===== src/rtl/stw_pkg.sv =====
// Shared types and the fixed MAC test-vector table for the PE self-test controller.
package stw_pkg;

    typedef enum logic [2:0] {
        ST_IDLE,
        ST_LOAD,
        ST_START,
        ST_GUARD,
        ST_WAIT,
        ST_SAMPLE,
        ST_DONE
    } stw_state_e;

    localparam int STW_NUM_VECTORS = 4;
    localparam int STW_IDX_W       = $clog2(STW_NUM_VECTORS);

    typedef struct packed {
        logic [15:0] op1;
        logic [15:0] op2;
        logic [15:0] add;
        logic [15:0] expected;
    } stw_vec_t;

    // expected = op1*op2 + add, truncated to 16 bits
    function automatic stw_vec_t stw_vector(input logic [STW_IDX_W-1:0] idx);
        stw_vec_t v;
        case (idx)
            2'd0:    v = {16'd3,     16'd5,     16'd7,     16'd22};
            2'd1:    v = {16'hFFFF,  16'h0001,  16'h0001,  16'h0000};
            2'd2:    v = {16'h00FF,  16'h0100,  16'h0000,  16'hFF00};
            default: v = {16'h8000,  16'h0002,  16'h1234,  16'h1234};
        endcase
        return v;
    endfunction

endpackage


===== src/rtl/stw_vector_rom.sv =====
// Combinational index-to-vector lookup; the top registers the result on entry to LOAD.
module stw_vector_rom
    import stw_pkg::*;
#(
    parameter int WORD_SIZE = 16
) (
    input  logic [STW_IDX_W-1:0] idx_i,
    output logic [WORD_SIZE-1:0] op1_o,
    output logic [WORD_SIZE-1:0] op2_o,
    output logic [WORD_SIZE-1:0] add_o,
    output logic [WORD_SIZE-1:0] expected_o
);

    stw_vec_t vec;

    assign vec        = stw_vector(idx_i);
    assign op1_o      = WORD_SIZE'(vec.op1);
    assign op2_o      = WORD_SIZE'(vec.op2);
    assign add_o      = WORD_SIZE'(vec.add);
    assign expected_o = WORD_SIZE'(vec.expected);

endmodule


===== src/rtl/stw_test_controller.sv =====
// Array-level self-test initiator: broadcasts each test vector to all PEs, waits for
// completion (with guard and timeout) and folds per-PE pass/fail into a sticky fault map.
module stw_test_controller
    import stw_pkg::*;
#(
    parameter int WORD_SIZE      = 16,
    parameter int NUM_PE         = 16,
    parameter int GUARD_CYCLES   = 2,
    parameter int TIMEOUT_CYCLES = 64
) (
    input  logic                 clk,
    input  logic                 rst,
    input  logic                 test_req,
    output logic                 test_busy,
    output logic                 test_done,
    output logic [NUM_PE-1:0]    fault_map,
    output logic                 STW_test_load_en,
    output logic [WORD_SIZE-1:0] STW_mult_op1,
    output logic [WORD_SIZE-1:0] STW_mult_op2,
    output logic [WORD_SIZE-1:0] STW_add_op,
    output logic [WORD_SIZE-1:0] STW_expected,
    output logic                 STW_start,
    input  logic [NUM_PE-1:0]    STW_complete,
    input  logic [NUM_PE-1:0]    STW_result_out
);

    localparam int CNT_MAX = (TIMEOUT_CYCLES > GUARD_CYCLES) ? TIMEOUT_CYCLES : GUARD_CYCLES;
    localparam int CNT_W   = $clog2(CNT_MAX + 1);
    localparam logic [CNT_W-1:0]     GUARD_END   = CNT_W'(GUARD_CYCLES);
    localparam logic [CNT_W-1:0]     TIMEOUT_END = CNT_W'(TIMEOUT_CYCLES);
    localparam logic [STW_IDX_W-1:0] LAST_IDX    = STW_IDX_W'(STW_NUM_VECTORS - 1);

    stw_state_e             state_q;
    logic [STW_IDX_W-1:0]   idx_q;
    logic [STW_IDX_W-1:0]   rom_idx_d;
    logic [CNT_W-1:0]       cnt_q;
    logic                   busy_q, done_q, load_q, start_q;
    logic [NUM_PE-1:0]      map_q;
    logic [WORD_SIZE-1:0]   op1_q, op2_q, add_q, exp_q;
    logic [WORD_SIZE-1:0]   rom_op1, rom_op2, rom_add, rom_exp;

    // The ROM is addressed by the index of the vector about to be loaded.
    assign rom_idx_d = (state_q == ST_SAMPLE) ? idx_q + 1'b1 : '0;

    stw_vector_rom #(.WORD_SIZE(WORD_SIZE)) u_rom (
        .idx_i      (rom_idx_d),
        .op1_o      (rom_op1),
        .op2_o      (rom_op2),
        .add_o      (rom_add),
        .expected_o (rom_exp)
    );

    always_ff @(posedge clk or negedge rst) begin
        if (!rst) begin
            state_q <= ST_IDLE;
            idx_q   <= '0;
            cnt_q   <= '0;
            busy_q  <= 1'b0;
            done_q  <= 1'b0;
            load_q  <= 1'b0;
            start_q <= 1'b0;
            map_q   <= '0;
            op1_q   <= '0;
            op2_q   <= '0;
            add_q   <= '0;
            exp_q   <= '0;
        end else begin
            load_q  <= 1'b0;
            start_q <= 1'b0;
            done_q  <= 1'b0;
            case (state_q)
                ST_IDLE: if (test_req) begin
                    state_q <= ST_LOAD;
                    busy_q  <= 1'b1;
                    load_q  <= 1'b1;
                    map_q   <= '0;
                    idx_q   <= '0;
                    {op1_q, op2_q, add_q, exp_q} <= {rom_op1, rom_op2, rom_add, rom_exp};
                end
                ST_LOAD: begin
                    state_q <= ST_START;
                    start_q <= 1'b1;
                end
                ST_START: begin
                    state_q <= ST_GUARD;
                    cnt_q   <= CNT_W'(1);
                end
                // Complete may still be high from the previous vector; don't look yet.
                ST_GUARD: begin
                    if (cnt_q == GUARD_END) begin
                        state_q <= ST_WAIT;
                        cnt_q   <= CNT_W'(1);
                    end else begin
                        cnt_q <= cnt_q + 1'b1;
                    end
                end
                ST_WAIT: begin
                    if ((&STW_complete) || (cnt_q == TIMEOUT_END))
                        state_q <= ST_SAMPLE;
                    else
                        cnt_q <= cnt_q + 1'b1;
                end
                ST_SAMPLE: begin
                    map_q <= map_q | ~(STW_complete & STW_result_out);
                    idx_q <= idx_q + 1'b1;
                    if (idx_q == LAST_IDX) begin
                        state_q <= ST_DONE;
                        done_q  <= 1'b1;
                    end else begin
                        state_q <= ST_LOAD;
                        load_q  <= 1'b1;
                        {op1_q, op2_q, add_q, exp_q} <= {rom_op1, rom_op2, rom_add, rom_exp};
                    end
                end
                ST_DONE: begin
                    state_q <= ST_IDLE;
                    busy_q  <= 1'b0;
                end
                default: state_q <= ST_IDLE;
            endcase
        end
    end

    assign test_busy        = busy_q;
    assign test_done        = done_q;
    assign fault_map        = map_q;
    assign STW_test_load_en = load_q;
    assign STW_start        = start_q;
    assign STW_mult_op1     = op1_q;
    assign STW_mult_op2     = op2_q;
    assign STW_add_op       = add_q;
    assign STW_expected     = exp_q;

endmodule


===== config.mk =====
export PLATFORM = sky130hd
export DESIGN_NAME = stw_test_controller
export DESIGN_NICKNAME = d
export VERILOG_FILES = /design/src/rtl/stw_pkg.sv /design/src/rtl/stw_vector_rom.sv /design/src/rtl/stw_test_controller.sv
export SDC_FILE = /design/constraint.sdc
export NUM_CORES = 1
export LEC_CHECK = 0
export ABC_CLOCK_PERIOD_IN_PS = 2000
export BUFFER_PORTS_ARGS = -buffer_cell sky130_fd_sc_hd__buf_2
export CORE_AREA = 4 4 82 84
export DETAILED_ROUTE_END_ITERATION = 10
export DIE_AREA = 0 0 86 88
export PLACE_DENSITY = 0.75
export REMOVE_ABC_BUFFERS = 1
export SKIP_CTS_REPAIR_TIMING = 1
export SLEW_MARGIN = 20
export SYNTH_ARGS = -nofsm -noshare
export SYNTH_HDL_FRONTEND = slang
export SYNTH_SLANG_ARGS = --single-unit
export TNS_END_PERCENT = 5

===== constraint.sdc =====
create_clock -name clk -period 2 [get_ports clk]
set_input_delay 0.2 -clock clk [delete_from_list [all_inputs] [get_ports clk]]
set_output_delay 0.2 -clock clk [all_outputs]
set_load 0.005 [all_outputs]

==> impl_table.tex <==
\begin{tabular}{lr}
\hline
Metric & Value \\
\hline
\multicolumn{2}{l}{\textbf{Drt}} \\
\quad Count of nets left with antenna violations after detail routing & 0 \\
\quad Wire length on met3 & 481 µm \\
\quad Total wirelength of the detailed-routed design & 4.861 mm \\
\quad Number of remaining DRC errors & 0 \\
\quad Routed met2 length & 2.440 mm \\
\quad Number of vias in the routed layout & 1831 \\
\quad Routed wirelength normalized by instance count & 12.06 µm \\
\quad Max Used Layer & met4 \\
\quad Violation count after the first detailed-route iteration & 94 \\
\quad Total routed wire length on the met1 layer & 1.892 mm \\
\quad Detailed-router iteration count before antenna repair & 4 \\
\quad Per-cell via count in the routed design & 4.543 \\
\multicolumn{2}{l}{\textbf{Layout}} \\
\quad \# fillers & 573 \\
\quad Most frequent cells in the layout & 93 x sky130\_fd\_sc\_hd\_\_buf\_2, 42 x sky130\_fd\_sc\_hd\_\_dfrtp\_1, 27 x sky130\_fd\_sc\_hd\_\_nor2\_1 \\
\quad Area of combinational cells with multiple inputs & 1015 µm² \\
\quad Most common cell after layout, fill and taps aside & sky130\_fd\_sc\_hd\_\_buf\_2 \\
\quad Area taken by flip-flops and latches & 1051 µm² \\
\quad Final std cells w/o fill & 403 \\
\quad Proportion of layout cells with a drive suffix above 1 & 0.3963 \\
\quad Total inserted antenna cells & 0 \\
\quad P\&R area growth vs syn & 15.04\% \\
\quad Layout net count & 371 \\
\multicolumn{2}{l}{\textbf{Clock network}} \\
\quad H-tree levels & 2 \\
\quad Later-pin clock latency in the skew report & 0.29 ns \\
\quad Clock edge transition at the registers on the reported setup and hold paths & 0.08 ns \\
\quad Buffer cell driving the clock tree root & sky130\_fd\_sc\_hd\_\_clkbuf\_8 \\
\quad Buffers from clock root to sink, at most & 2 \\
\quad Number of clock sinks seen by CTS & 42 \\
\quad Number of buffers created by CTS & 5 \\
\quad Clock tree from TritonCTS & built \\
\multicolumn{2}{l}{\textbf{Placement}} \\
\quad Quantity of I/O buffers inserted on ports & 93 \\
\quad Placed instance count & 394 \\
\quad Half-perimeter wire length after detailed placement & 3.851 mm \\
\quad Weighted congestion at the end of routability-driven global placement & 0.8695 \\
\multicolumn{2}{l}{\textbf{Setup path}} \\
\quad Worst setup path startpoint & state\_q[1] \\
\quad Source of the worst register-to-register timing path & state\_q[1] \\
\quad Category of the most critical setup path & register to register \\
\quad Nature of the critical path startpoint & register \\
\quad Setup crit end kind & register \\
\quad Worst-path maximum fanout & 5 \\
\quad Delay contributed by the slowest stage of the critical path & 0.49 ns \\
\quad Slowest library cell on the worst path & sky130\_fd\_sc\_hd\_\_dfrtp\_1 \\
\quad Signal arrival time at the worst endpoint & 1.97 ns \\
\quad Cell with the most instances on the worst path & sky130\_fd\_sc\_hd\_\_nor2\_1 \\
\quad Worst EP required & 2.18 ns \\
\quad Cells traversed along the worst timing path & inv\_2, and3\_1, nand2b\_1, inv\_1, ha\_1, nor2\_1, nor2\_1, mux2\_1 \\
\multicolumn{2}{l}{\textbf{Global route}} \\
\quad Number of antenna violations at the first check in global routing & 0 \\
\quad Remaining global-route overflow & 0 \\
\quad Maximum number of pins on one net before global-route repair & 43 \\
\quad Global-route wire length before repair & 7.707 mm \\
\quad Overall track demand over capacity in global routing & 0.1262 \\
\quad Via count of the first global-routing pass & 1738 \\
\multicolumn{2}{l}{\textbf{Floorplanning}} \\
\quad Height of the die & 88 µm \\
\quad Row cnt & 28 \\
\quad Full die area & 7568 µm² \\
\quad Area of the placeable core & 5921 µm² \\
\quad Die X-Extent & 86 µm \\
\quad Top-Level Pins & 119 \\
\quad Initial standard-cell utilization of the core & 0.4186 \\
\multicolumn{2}{l}{\textbf{Run}} \\
\quad Max-capacitance violation count & 0 \\
\multicolumn{2}{l}{\textbf{Worst hold path}} \\
\quad Worst Min Path Start & STW\_result\_out[7] \\
\quad Path class of the lowest-slack min-delay path & input port to register \\
\multicolumn{2}{l}{\textbf{Timing}} \\
\quad Maximum clock rate & 557.3 MHz \\
\quad Final setup fails & 0 \\
\quad Unrepaired setup endpoints after global routing & false \\
\quad Period utilization & 0.8972 \\
\quad Count of pins over their slew limit & 0 \\
\quad Slew at the pin closest to its max-slew limit & 0.5439 ns \\
\quad Endpoints failing hold & 0 \\
\quad Slew headroom & 0.6374 \\
\quad Minimum period implied by the final worst setup slack & 1.794 ns \\
\quad Clock Skew & 0.008190 ns \\
\quad Post-Route Setup TNS & 0 ns \\
\multicolumn{2}{l}{\textbf{Run status}} \\
\quad Run status & completed \\
\multicolumn{2}{l}{\textbf{Power and ir drop}} \\
\quad Part of the power in combinational logic & 0.382 \\
\quad Power density over cell area & 1090 nW/µm² \\
\quad Leak Pwr & 1.591 nW \\
\quad Peak supply drop & 0.4481 mV \\
\quad Design internal power & 2.010 mW \\
\quad Clock power frac & 0.212 \\
\quad Net switching power & 1.099 mW \\
\quad Switch share & 0.3535 \\
\quad Sequential power share & 0.406 \\
\multicolumn{2}{l}{\textbf{Yosys}} \\
\quad Cell count after synthesis & 256 \\
\quad Ys async rst share & 1.000 \\
\quad Proportion of synthesized chip area in sequential cells & 0.4240 \\
\quad Yosys warns & 0 \\
\quad Post-synth EDFFs & 0 \\
\quad Mean area per synthesized cell & 9.682 µm² \\
\quad Leading area contributor after synthesis & sky130\_fd\_sc\_hd\_\_dfrtp\_1 \\
\quad Ys flop type & sky130\_fd\_sc\_hd\_\_dfrtp\_1 \\
\quad Number of unique standard cell types used by synthesis & 37 \\
\quad Synthesis-stage register bit count & 42 \\
\quad Synthesized cell area & 2479 µm² \\
\quad Yosys top cell area share & 0.4240 \\
\quad Top post-synthesis cells by area & sky130\_fd\_sc\_hd\_\_dfrtp\_1 42\%, sky130\_fd\_sc\_hd\_\_buf\_4 17\%, sky130\_fd\_sc\_hd\_\_ha\_1 4.5\% \\
\hline
\end{tabular}
[cell families (layout without fill, tap and decap cells)]
| logic type | Yosys count | in the layout | synth area share |
|---|---|---|---|
| AND/OR/NAND/NOR | 84 | 84 | 0.1802 |
| multiplexers | 6 | 6 | 0.02726 |
| AO/OA/AOI/OAI | 42 | 42 | 0.1151 |
| other | 1 | 25 | 0.001513 |
| flip-flops | 42 | 42 | 0.4240 |
| buffers and inverters | 71 | 119 | 0.2029 |
| XOR/XNOR | 1 | 1 | 0.003534 |
| adder cells (fa/ha/maj) | 9 | 9 | 0.04543 |
[final cells by class]
class,instances,area share
clock buffer,6,0.02545
timing repair buffer,102,0.1922
inverter,9,0.01185
multi-input combinational,167,0.3559
clock inverter,2,0.01316
tap,75,0.03291
sequential,42,0.3686
[worst max-delay path: cells and delay by family (launching register included)]
kind	cells	cell delay, ns
adder cells (fa/ha/maj)	1	0.22
AND/OR/NAND/NOR	4	0.49
buffers and inverters	2	0.20
multiplexers	1	0.29
flip-flops	1	0.49
[Yosys cell counts, types with 2 or more instances]
cell type                   instances
sky130_fd_sc_hd__and3_1             7
sky130_fd_sc_hd__nor2_1            27
sky130_fd_sc_hd__dfrtp_1           42
sky130_fd_sc_hd__o21ai_1            6
sky130_fd_sc_hd__buf_2              3
sky130_fd_sc_hd__o2bb2ai_2          4
sky130_fd_sc_hd__a21oi_1           20
sky130_fd_sc_hd__nor3_2             2
sky130_fd_sc_hd__inv_1              7
sky130_fd_sc_hd__o21ai_0            3
sky130_fd_sc_hd__nand3_1            5
sky130_fd_sc_hd__ha_1               9
sky130_fd_sc_hd__nand2b_1           5
sky130_fd_sc_hd__o21ai_2            2
sky130_fd_sc_hd__nand3_2            2
sky130_fd_sc_hd__mux2_1             3
sky130_fd_sc_hd__nand2_1           23
sky130_fd_sc_hd__mux2_2             3
sky130_fd_sc_hd__inv_2              2
sky130_fd_sc_hd__nor3_1             2
sky130_fd_sc_hd__buf_6              3
sky130_fd_sc_hd__nor4_2             2
sky130_fd_sc_hd__nand2_4            2
sky130_fd_sc_hd__nand4_1            4
sky130_fd_sc_hd__buf_4             56
[per-stage QoR]
step	total power, mW	util	worst slack (ns)	hold slack (ns)	instance area (µm²)
final	3.108	0.4816	0.2056	0.2162	2851
after CTS	3.150	0.4799	0.1942	-0.1319	2841
after floorplan	1.934	-	0.004864	-0.09559	2100
after global placement	2.451	0.4613	0.3067	0.1865	2731
after detailed placement	2.480	0.4613	0.1947	0.1887	2731
after global routing	3.362	0.4816	0.04821	0.2371	2851
[registers in the layout, summed over array words and instances, names as in the netlist]
| signal | count |
|---|---|
| STW_add_op | 1 |
| STW_expected | 2 |
| STW_mult_op1 | 4 |
| STW_mult_op2 | 3 |
| STW_start | 1 |
| STW_test_load_en | 1 |
| cnt_q | 7 |
| fault_map | 16 |
| idx_q | 2 |
| state_q | 3 |
| test_busy | 1 |
| test_done | 1 |
[metal layers]
layer,GRT usage,up-vias
met5,0,-
met4,0.04029,0
met3,0.03857,7
met2,0.2256,68
met1,0.1442,839
li1,-,917
[worst paths after layout]
check / end / depth (start not counted) / slack, ns
max: STW_mult_op2[0] / 8 / 0.21
min: fault_map[7] / 4 / 0.22
max reg2reg: STW_mult_op2[0] / 8 / 0.21
min reg2reg: fault_map[10] / 2 / 0.49
max in group asynchronous: test_done / 3 / 1.41
min in group asynchronous: cnt_q[3] / 3 / 0.40
[power groups by stage]
stage	clock network [mW]	registers, mW	logic (mW)
CTS	0.675	1.27	1.21
finish	0.659	1.26	1.19
global route	0.707	1.31	1.35
floorplan	0	1.35	0.586
detailed placement	0	1.28	1.20
global placement	0	1.27	1.18
Note: power is estimated with default switching activity, not from simulation.
